$ cat src/rtl/quad_steer_enc.sv
// -----------------------------------------------------------------------------
// quad_steer_enc
//
// Multi-channel joystick-to-quadrature steering encoder. Each channel turns
// a left/right request pair into a 2-bit Gray-code stream (steer_a = phase[1],
// steer_b = phase[0]). While a direction is held, the phase advances one step
// every clkdiv+1 cycles. Releasing, pressing both buttons, or reversing the
// direction restarts the step timer without moving the phase.
//
// Optional feature (macro QUAD_ACCEL_EN): hold-acceleration. After
// ACCEL_STEPS consecutive steps in one direction the step threshold halves.
// After 2*ACCEL_STEPS steps it is quartered. Any idle or reversal cycle
// returns the channel to the base rate. When the macro is undefined the
// per-channel hold counter is not built.
//
// Parameters:
//   CHANNELS     number of independent channels (1..8)
//   DIV_W        width of clkdiv and of the per-channel step counter
//   ACCEL_STEPS  steps per acceleration stage (QUAD_ACCEL_EN only)
//
// Ports:
//   CLK      in   system clock
//   Reset_n  in   asynchronous active-low reset
//   clkdiv   in   step threshold; the step interval is clkdiv+1 cycles
//   right    in   per-channel right request, active high
//   left     in   per-channel left request, active high
//   steer_a  out  per-channel quadrature A (phase bit 1), registered
//   steer_b  out  per-channel quadrature B (phase bit 0), registered
//   moving   out  per-channel direction-valid flag, registered
// -----------------------------------------------------------------------------
module quad_steer_enc #(
    parameter int CHANNELS    = 2,
    parameter int DIV_W       = 16,
    parameter int ACCEL_STEPS = 8
) (
    input  logic                CLK,
    input  logic                Reset_n,
    input  logic [DIV_W-1:0]    clkdiv,
    input  logic [CHANNELS-1:0] right,
    input  logic [CHANNELS-1:0] left,
    output logic [CHANNELS-1:0] steer_a,
    output logic [CHANNELS-1:0] steer_b,
    output logic [CHANNELS-1:0] moving
);

    if (CHANNELS < 1 || CHANNELS > 8 || ACCEL_STEPS < 1) begin : g_param_check
        $error("quad_steer_enc: CHANNELS must be 1..8 and ACCEL_STEPS >= 1");
    end

    typedef enum logic [1:0] {
        DIR_IDLE = 2'd0,
        DIR_R    = 2'd1,
        DIR_L    = 2'd2
    } dir_t;

    // Per-channel state
    dir_t             dir_q     [CHANNELS];
    logic [1:0]       phase_q   [CHANNELS];
    logic [DIV_W-1:0] count_q   [CHANNELS];
    logic             moving_q  [CHANNELS];

    // Next-state values
    dir_t             dir_dec   [CHANNELS];
    dir_t             dir_nxt   [CHANNELS];
    logic [1:0]       phase_nxt [CHANNELS];
    logic [DIV_W-1:0] count_nxt [CHANNELS];
    logic             moving_nxt[CHANNELS];
    logic             step      [CHANNELS];
    logic [DIV_W-1:0] thr       [CHANNELS];

`ifdef QUAD_ACCEL_EN
    localparam int HOLD_W = $clog2(2 * ACCEL_STEPS + 1);
    localparam logic [HOLD_W-1:0] HOLD_MID = HOLD_W'(ACCEL_STEPS);
    localparam logic [HOLD_W-1:0] HOLD_MAX = HOLD_W'(2 * ACCEL_STEPS);

    logic [HOLD_W-1:0] hold_q   [CHANNELS];
    logic [HOLD_W-1:0] hold_nxt [CHANNELS];
`endif

    // -------------------------------------------------------------------------
    // State register
    // -------------------------------------------------------------------------
    // NOTE: every per-channel register, arrays included, is reset so the
    // outputs are defined the instant Reset_n falls; these are a handful of
    // flops per channel, not a RAM, so there is no reason to leave any unreset.
    always_ff @(posedge CLK or negedge Reset_n) begin
        if (!Reset_n) begin
            for (int i = 0; i < CHANNELS; i++) begin
                dir_q[i]    <= DIR_IDLE;
                phase_q[i]  <= 2'b00;
                count_q[i]  <= '0;
                moving_q[i] <= 1'b0;
`ifdef QUAD_ACCEL_EN
                hold_q[i]   <= '0;
`endif
            end
        end else begin
            // NOTE: non-blocking assignments so every register samples the
            // values computed from the pre-edge state, regardless of order.
            for (int i = 0; i < CHANNELS; i++) begin
                dir_q[i]    <= dir_nxt[i];
                phase_q[i]  <= phase_nxt[i];
                count_q[i]  <= count_nxt[i];
                moving_q[i] <= moving_nxt[i];
`ifdef QUAD_ACCEL_EN
                hold_q[i]   <= hold_nxt[i];
`endif
            end
        end
    end

    // -------------------------------------------------------------------------
    // Step threshold
    // -------------------------------------------------------------------------
`ifdef QUAD_ACCEL_EN
    always_comb begin
        for (int i = 0; i < CHANNELS; i++) begin
            if (hold_q[i] >= HOLD_MAX) begin
                thr[i] = clkdiv >> 2;
            end else if (hold_q[i] >= HOLD_MID) begin
                thr[i] = clkdiv >> 1;
            end else begin
                thr[i] = clkdiv;
            end
        end
    end
`else
    always_comb begin
        for (int i = 0; i < CHANNELS; i++) begin
            thr[i] = clkdiv;
        end
    end
`endif

    // -------------------------------------------------------------------------
    // Next-state logic
    // -------------------------------------------------------------------------
    always_comb begin
        for (int i = 0; i < CHANNELS; i++) begin
            // NOTE: each output of this block gets a default before any
            // branch, so no path can leave it unassigned and infer a latch.
            dir_dec[i]    = DIR_IDLE;
            dir_nxt[i]    = dir_q[i];
            phase_nxt[i]  = phase_q[i];
            count_nxt[i]  = count_q[i];
            step[i]       = 1'b0;

            // Both buttons pressed decodes as idle.
            case ({right[i], left[i]})
                2'b10:   dir_dec[i] = DIR_R;
                2'b01:   dir_dec[i] = DIR_L;
                default: dir_dec[i] = DIR_IDLE;
            endcase

            moving_nxt[i] = (dir_dec[i] != DIR_IDLE);

            if (dir_dec[i] == DIR_IDLE) begin
                dir_nxt[i]   = DIR_IDLE;
                count_nxt[i] = '0;
            end else if (dir_dec[i] != dir_q[i]) begin
                // Onset or reversal: latch the direction and restart timing.
                dir_nxt[i]   = dir_dec[i];
                count_nxt[i] = '0;
            end else if (count_q[i] >= thr[i]) begin
                // >= rather than == so a threshold lowered mid-hold below the
                // current count fires next cycle instead of wrapping.
                step[i]      = 1'b1;
                count_nxt[i] = '0;
                if (dir_q[i] == DIR_R) begin
                    // 00 -> 01 -> 11 -> 10 -> 00
                    phase_nxt[i] = {phase_q[i][0], ~phase_q[i][1]};
                end else begin
                    // 00 -> 10 -> 11 -> 01 -> 00
                    phase_nxt[i] = {~phase_q[i][0], phase_q[i][1]};
                end
            end else begin
                count_nxt[i] = count_q[i] + DIV_W'(1);
            end
        end
    end

`ifdef QUAD_ACCEL_EN
    always_comb begin
        for (int i = 0; i < CHANNELS; i++) begin
            hold_nxt[i] = hold_q[i];
            if (dir_dec[i] == DIR_IDLE || dir_dec[i] != dir_q[i]) begin
                hold_nxt[i] = '0;
            end else if (step[i] && hold_q[i] != HOLD_MAX) begin
                hold_nxt[i] = hold_q[i] + HOLD_W'(1);
            end
        end
    end
`endif

    // -------------------------------------------------------------------------
    // Outputs: straight from registers, no logic after the flops.
    // -------------------------------------------------------------------------
    always_comb begin
        steer_a = '0;
        steer_b = '0;
        moving  = '0;
        for (int i = 0; i < CHANNELS; i++) begin
            steer_a[i] = phase_q[i][1];
            steer_b[i] = phase_q[i][0];
            moving[i]  = moving_q[i];
        end
    end

endmodule

$ cat config.mk
export PLATFORM = sky130hd
export DESIGN_NAME = quad_steer_enc
export DESIGN_NICKNAME = d
export VERILOG_FILES = /design/src/rtl/quad_steer_enc.sv
export SDC_FILE = /design/constraint.sdc
export NUM_CORES = 1
export LEC_CHECK = 0
export ABC_AREA = 1
export CORE_ASPECT_RATIO = 0.6
export CORE_UTILIZATION = 53
export CTS_CLUSTER_DIAMETER = 60
export DETAILED_ROUTE_END_ITERATION = 10
export GPL_ROUTABILITY_DRIVEN = 0
export PLACE_DENSITY = 0.75
export SYNTH_ARGS = -nofsm -noshare
export SYNTH_HDL_FRONTEND = slang
export SYNTH_SLANG_ARGS = --single-unit
$ cat constraint.sdc
create_clock -name CLK -period 3.85 [get_ports CLK]
set_input_delay 0.77 -clock CLK [delete_from_list [all_inputs] [get_ports CLK]]
set_output_delay 0.77 -clock CLK [all_outputs]
set_load 0.01 [all_outputs]
# Yosys cells after proc, flatten, opt, wreduce, memory -nomap -nowiden
# Index checks and enable logic that the tools add are counted.
# totals
ff_bits,42
out_inout_bits,6
inputBits,22
elab_cells,50
# op_classes
muxes,14
bitwise_logic,8
magnitude_cmp,2
n_reduce_logical,8
n_eq_ne,8
add_sub_neg,2
# op_table
cell,n
2-to-1 mux 16 bit,6
adder 16 x 1 -> 16 bit (second input constant),2
greater-or-equal comparator 16 bit,2
2-to-1 mux 2 bit,6
== test 2 x 1 -> 1 bit (second input constant),4
inverter 1 bit,8
one-hot mux 2 bit (2 select lines),2
nonzero test 2 bit,4
AND reduction 3 bit,2
== test 2 bit (second input constant),2
zero test 2 bit,2
!= test 2 bit,2

# Depth between registers and ports, before layout
# logic_depth
word_depth,5
depth_mapped,14
ltp_nobuf,14

# Worst setup path after synthesis
# No wires, ideal clock.
# synth_path
kind,input-to-reg
start,in clkdiv[11]
end,reg count_q[16] (netlist name)
setup_ps,72
stages,8
path_slack_ps,1861
n_path_buf,1
required_ps,3778
t_arrival_ps,1918
path_cell_list,inv_1 -> ha_1 -> a21oi_1 -> o21ai_0 -> a21oi_1 -> nand3_4 -> buf_6 -> nor2_1
# synth_lines
item,line,text
start: declaration,38,"input logic [DIV_W-1:0] clkdiv,"
end signal: indexed assignment,103,count_q[i] <= count_nxt[i];
end: declaration,59,logic [DIV_W-1:0] count_q [CHANNELS];

==> run_results.csv <==
group,metric,value,unit
cells_and_area,drive_above_1_share,0.0853,
timing,final.setup_skew,0.00232,ns
clocking,cts.sinks,42,
global_routing,grt_antenna_before_repair,0,
drt,drc_errors,0,
worst_setup_path,crit_family,"compound AO/OA/AOI/OAI gates",
clocking,cts_setup_buffers,0,
floorplan,dieArea,5860,sq um
pwr,peakVddDrop,131,uV
place,hpwl,4.33,mm
place,dp.cells,433,
cells_and_area,nets,434,
timing,hold_viol,0,
synthesis,synth_area,2940,sq um
place,io_buffers,27,
clocking,clock_latency,0.29,ns
clocking,cts_inserted_buffers,5,
synthesis,synth_warnings,0,
floorplan,die_w,98.2,um
worst_setup_path,crit_chain,"clkdlybuf4s50_1 -> inv_1 -> ha_1 -> a21oi_1 -> o21ai_0 -> a21oi_1 -> nand3_4 -> nor2_1",
worst_setup_path,endpoint_kind,"flop",
timing,max_slew_margin,0.381,
timing,period_minus_slack,2.38,ns
worst_setup_path,cp_common_cell,"a21oi_1",
status,outcome,"finished clean",
clocking,cts_tree,"yes",
floorplan,num_rows,20,
timing,maxSlewViolCount,0,
global_routing,grt_pass1_vias,2011,
worst_setup_path,crit_path_start_kind,"input port",
timing,fin_ws,1.47,ns
clocking,path_clk_slew,0.08,ns
timing,setup_tns,0,ns
worst_setup_path,regToRegSetupSlack,1.98,ns
drt,postRouteWirelength,5.43,mm
clocking,ctsHoldBuffers,0,
worst_setup_path,slowest_delay,0.45,ns
timing,rsz0062_at_grt,"no",
drt,viasPerCell,4.99,
cells_and_area,final_cell_mix,"nand2_1 (65), inv_1 (49), dfrtp_1 (42)",
pwr,p_leak,1.69,nW
pwr,power_density,259,nW/um^2
global_routing,grt_pass1_wl,9.27,mm
worst_setup_path,critPathMaxFanout,16,
job,maxCapViolCount,0,
floorplan,die_h,59.7,um
cells_and_area,stdcell_count,441,
cells_and_area,antenna_cells,0,
hold_path,hold_path_class,"flop to flop",
timing,fin_crit_sh,0.617,
place,place_ws,1.17,ns
worst_setup_path,arrival,2.60,ns
global_routing,grt_overflow,0,
timing,setup_violations,0,
clocking,cts-root-buf,"clkbuf_8",
drt,num_vias,2199,
synthesis,syn_inst,346,
worst_setup_path,cp_slowest_cell,"clkdlybuf4s50_1",
floorplan,io_pins,28,
cells_and_area,syn2layout_area_growth,13.7,%
drt,drt_iter0_markers,48,
timing,worst_slew_pin_slew,0.929,ns
drt,first_pass_iters,4,
worst_setup_path,crit_type,"input port to flop",
timing,timing.fmax,421,MHz
drt,antenna_left,0,
synthesis,ys_types,28,
drt,wl_per_cell,12.3,um
timing,holdWs,0.457,ns
synthesis,avgSynthCellArea,8.50,sq um
global_routing,gr-usage-all-layers,0.207,
clocking,htree_num_levels,2,
clocking,cts_repair_resize_count,0,
cells_and_area,final_common_cell,"nand2_1",
worst_setup_path,required,4.07,ns
floorplan,start_util,0.565,
synthesis,ys_seq_elements,42,
clocking,clk_path_buf_depth,2,
synthesis,ys_seq_area_frac,0.357,
worst_setup_path,path_buf_inv,2,
global_routing,grt_max_degree,43,
synthesis,syn_nets,406,
floorplan,core,5200,sq um
-- cell families (layout without fill, tap and decap cells) --
| group | Yosys count | in the layout | synth area share |
|---|---|---|---|
| AND/OR/NAND/NOR | 159 | 159 | 0.277 |
| buffers and inverters | 56 | 85 | 0.0766 |
| flip-flops | 42 | 42 | 0.357 |
| adder cells (fa/ha/maj) | 38 | 38 | 0.162 |
| XOR/XNOR | 31 | 31 | 0.0923 |
| AO/OA/AOI/OAI | 20 | 20 | 0.0349 |
-- worst register-to-register path, stage by stage (launching register included) --
cell     delay [ns]
dfrtp_1        0.45
ha_1           0.34
a21oi_1        0.17
o21ai_0        0.12
a21oi_1        0.30
nand3_4        0.24
nor2_1         0.17
-- final cells by class --
cell class | count | area (sq um)
Tap cell | 66 | 82.6
Fill cell | 445 | 1860
Timing Repair Buffer | 27 | 265
Sequential cell | 42 | 1050
Clock inverter | 1 | 5.00
Clock buffer | 7 | 86.3
Multi-Input combinational cell | 248 | 1660
Inverter | 50 | 188
-- layer usage --
metal | GRT usage | part of all wire | wire (um) | up-vias
met2 | 0.332 | 0.43 | 2350 | 18
met5 | 0 | 0 | 0 | -
li1 | - | - | - | 1158
met4 | 0.0512 | 0.0081 | 44 | 0
met3 | 0.0421 | 0.024 | 129 | 5
met1 | 0.291 | 0.53 | 2900 | 1018
-- sequential cells by signal, summed over array words and instances, names as in the netlist --
| register | cells |
|---|---|
| moving | 2 |
| dir_q | 4 |
| count_q | 32 |
| steer_b | 2 |
| steer_a | 2 |
-- per-stage QoR --
step | util | power, mW | area (sq um)
finish | 0.642 | 0.866 | 3340
global route | 0.642 | 0.912 | 3340
CTS | 0.642 | 0.877 | 3340
detailed placement | 0.625 | 0.585 | 3250
global placement | 0.625 | 0.581 | 3250
floorplan | - | 0.539 | 2940
-- cell usage after synthesis --
cell type,instances,area (sq um)
a21oi_1,14,70.1
and2_1,1,6.26
buf_6,2,22.5
clkbuf_1,4,15.0
dfrtp_1,42,1050
ha_1,38,475
inv_1,49,184
inv_2,1,3.75
nand2_1,65,244
nand2_2,1,6.26
nand3_1,15,75.1
nand3_2,1,10.0
nand3_4,2,35.0
nand3b_1,1,7.51
nand4_1,9,56.3
nand4_2,1,12.5
nor2_1,41,154
nor2_2,10,62.6
nor2_4,3,33.8
nor3_1,3,15.0
nor3_2,1,10.0
nor3b_4,2,37.5
nor4_1,1,6.26
nor4_4,2,42.5
o21a_1,1,7.51
o21ai_0,5,25.0
xnor2_1,10,87.6
xor2_1,21,184
-- final timing paths --
kind	from	cells after the start	endpoint
worst min-delay path	count_q[0]	1	count_q[0]
worst min register to register	count_q[0]	1	count_q[0]
max in group asynchronous	Reset_n	1	count_q[13]
min in group asynchronous	Reset_n	1	count_q[18]
worst max register to register	count_q[27]	6	count_q[31]
worst max-delay path	clkdiv[11]	8	count_q[31]
-- report_power, final --
group	internal, mW	switching [mW]	leakage, nW
registers	0.449	0.00588	0.576
logic	0.0517	0.0678	1.07
clock network	0.145	0.147	0.0482
total	0.645	0.221	1.69
Power figures use the tool's default switching activity.
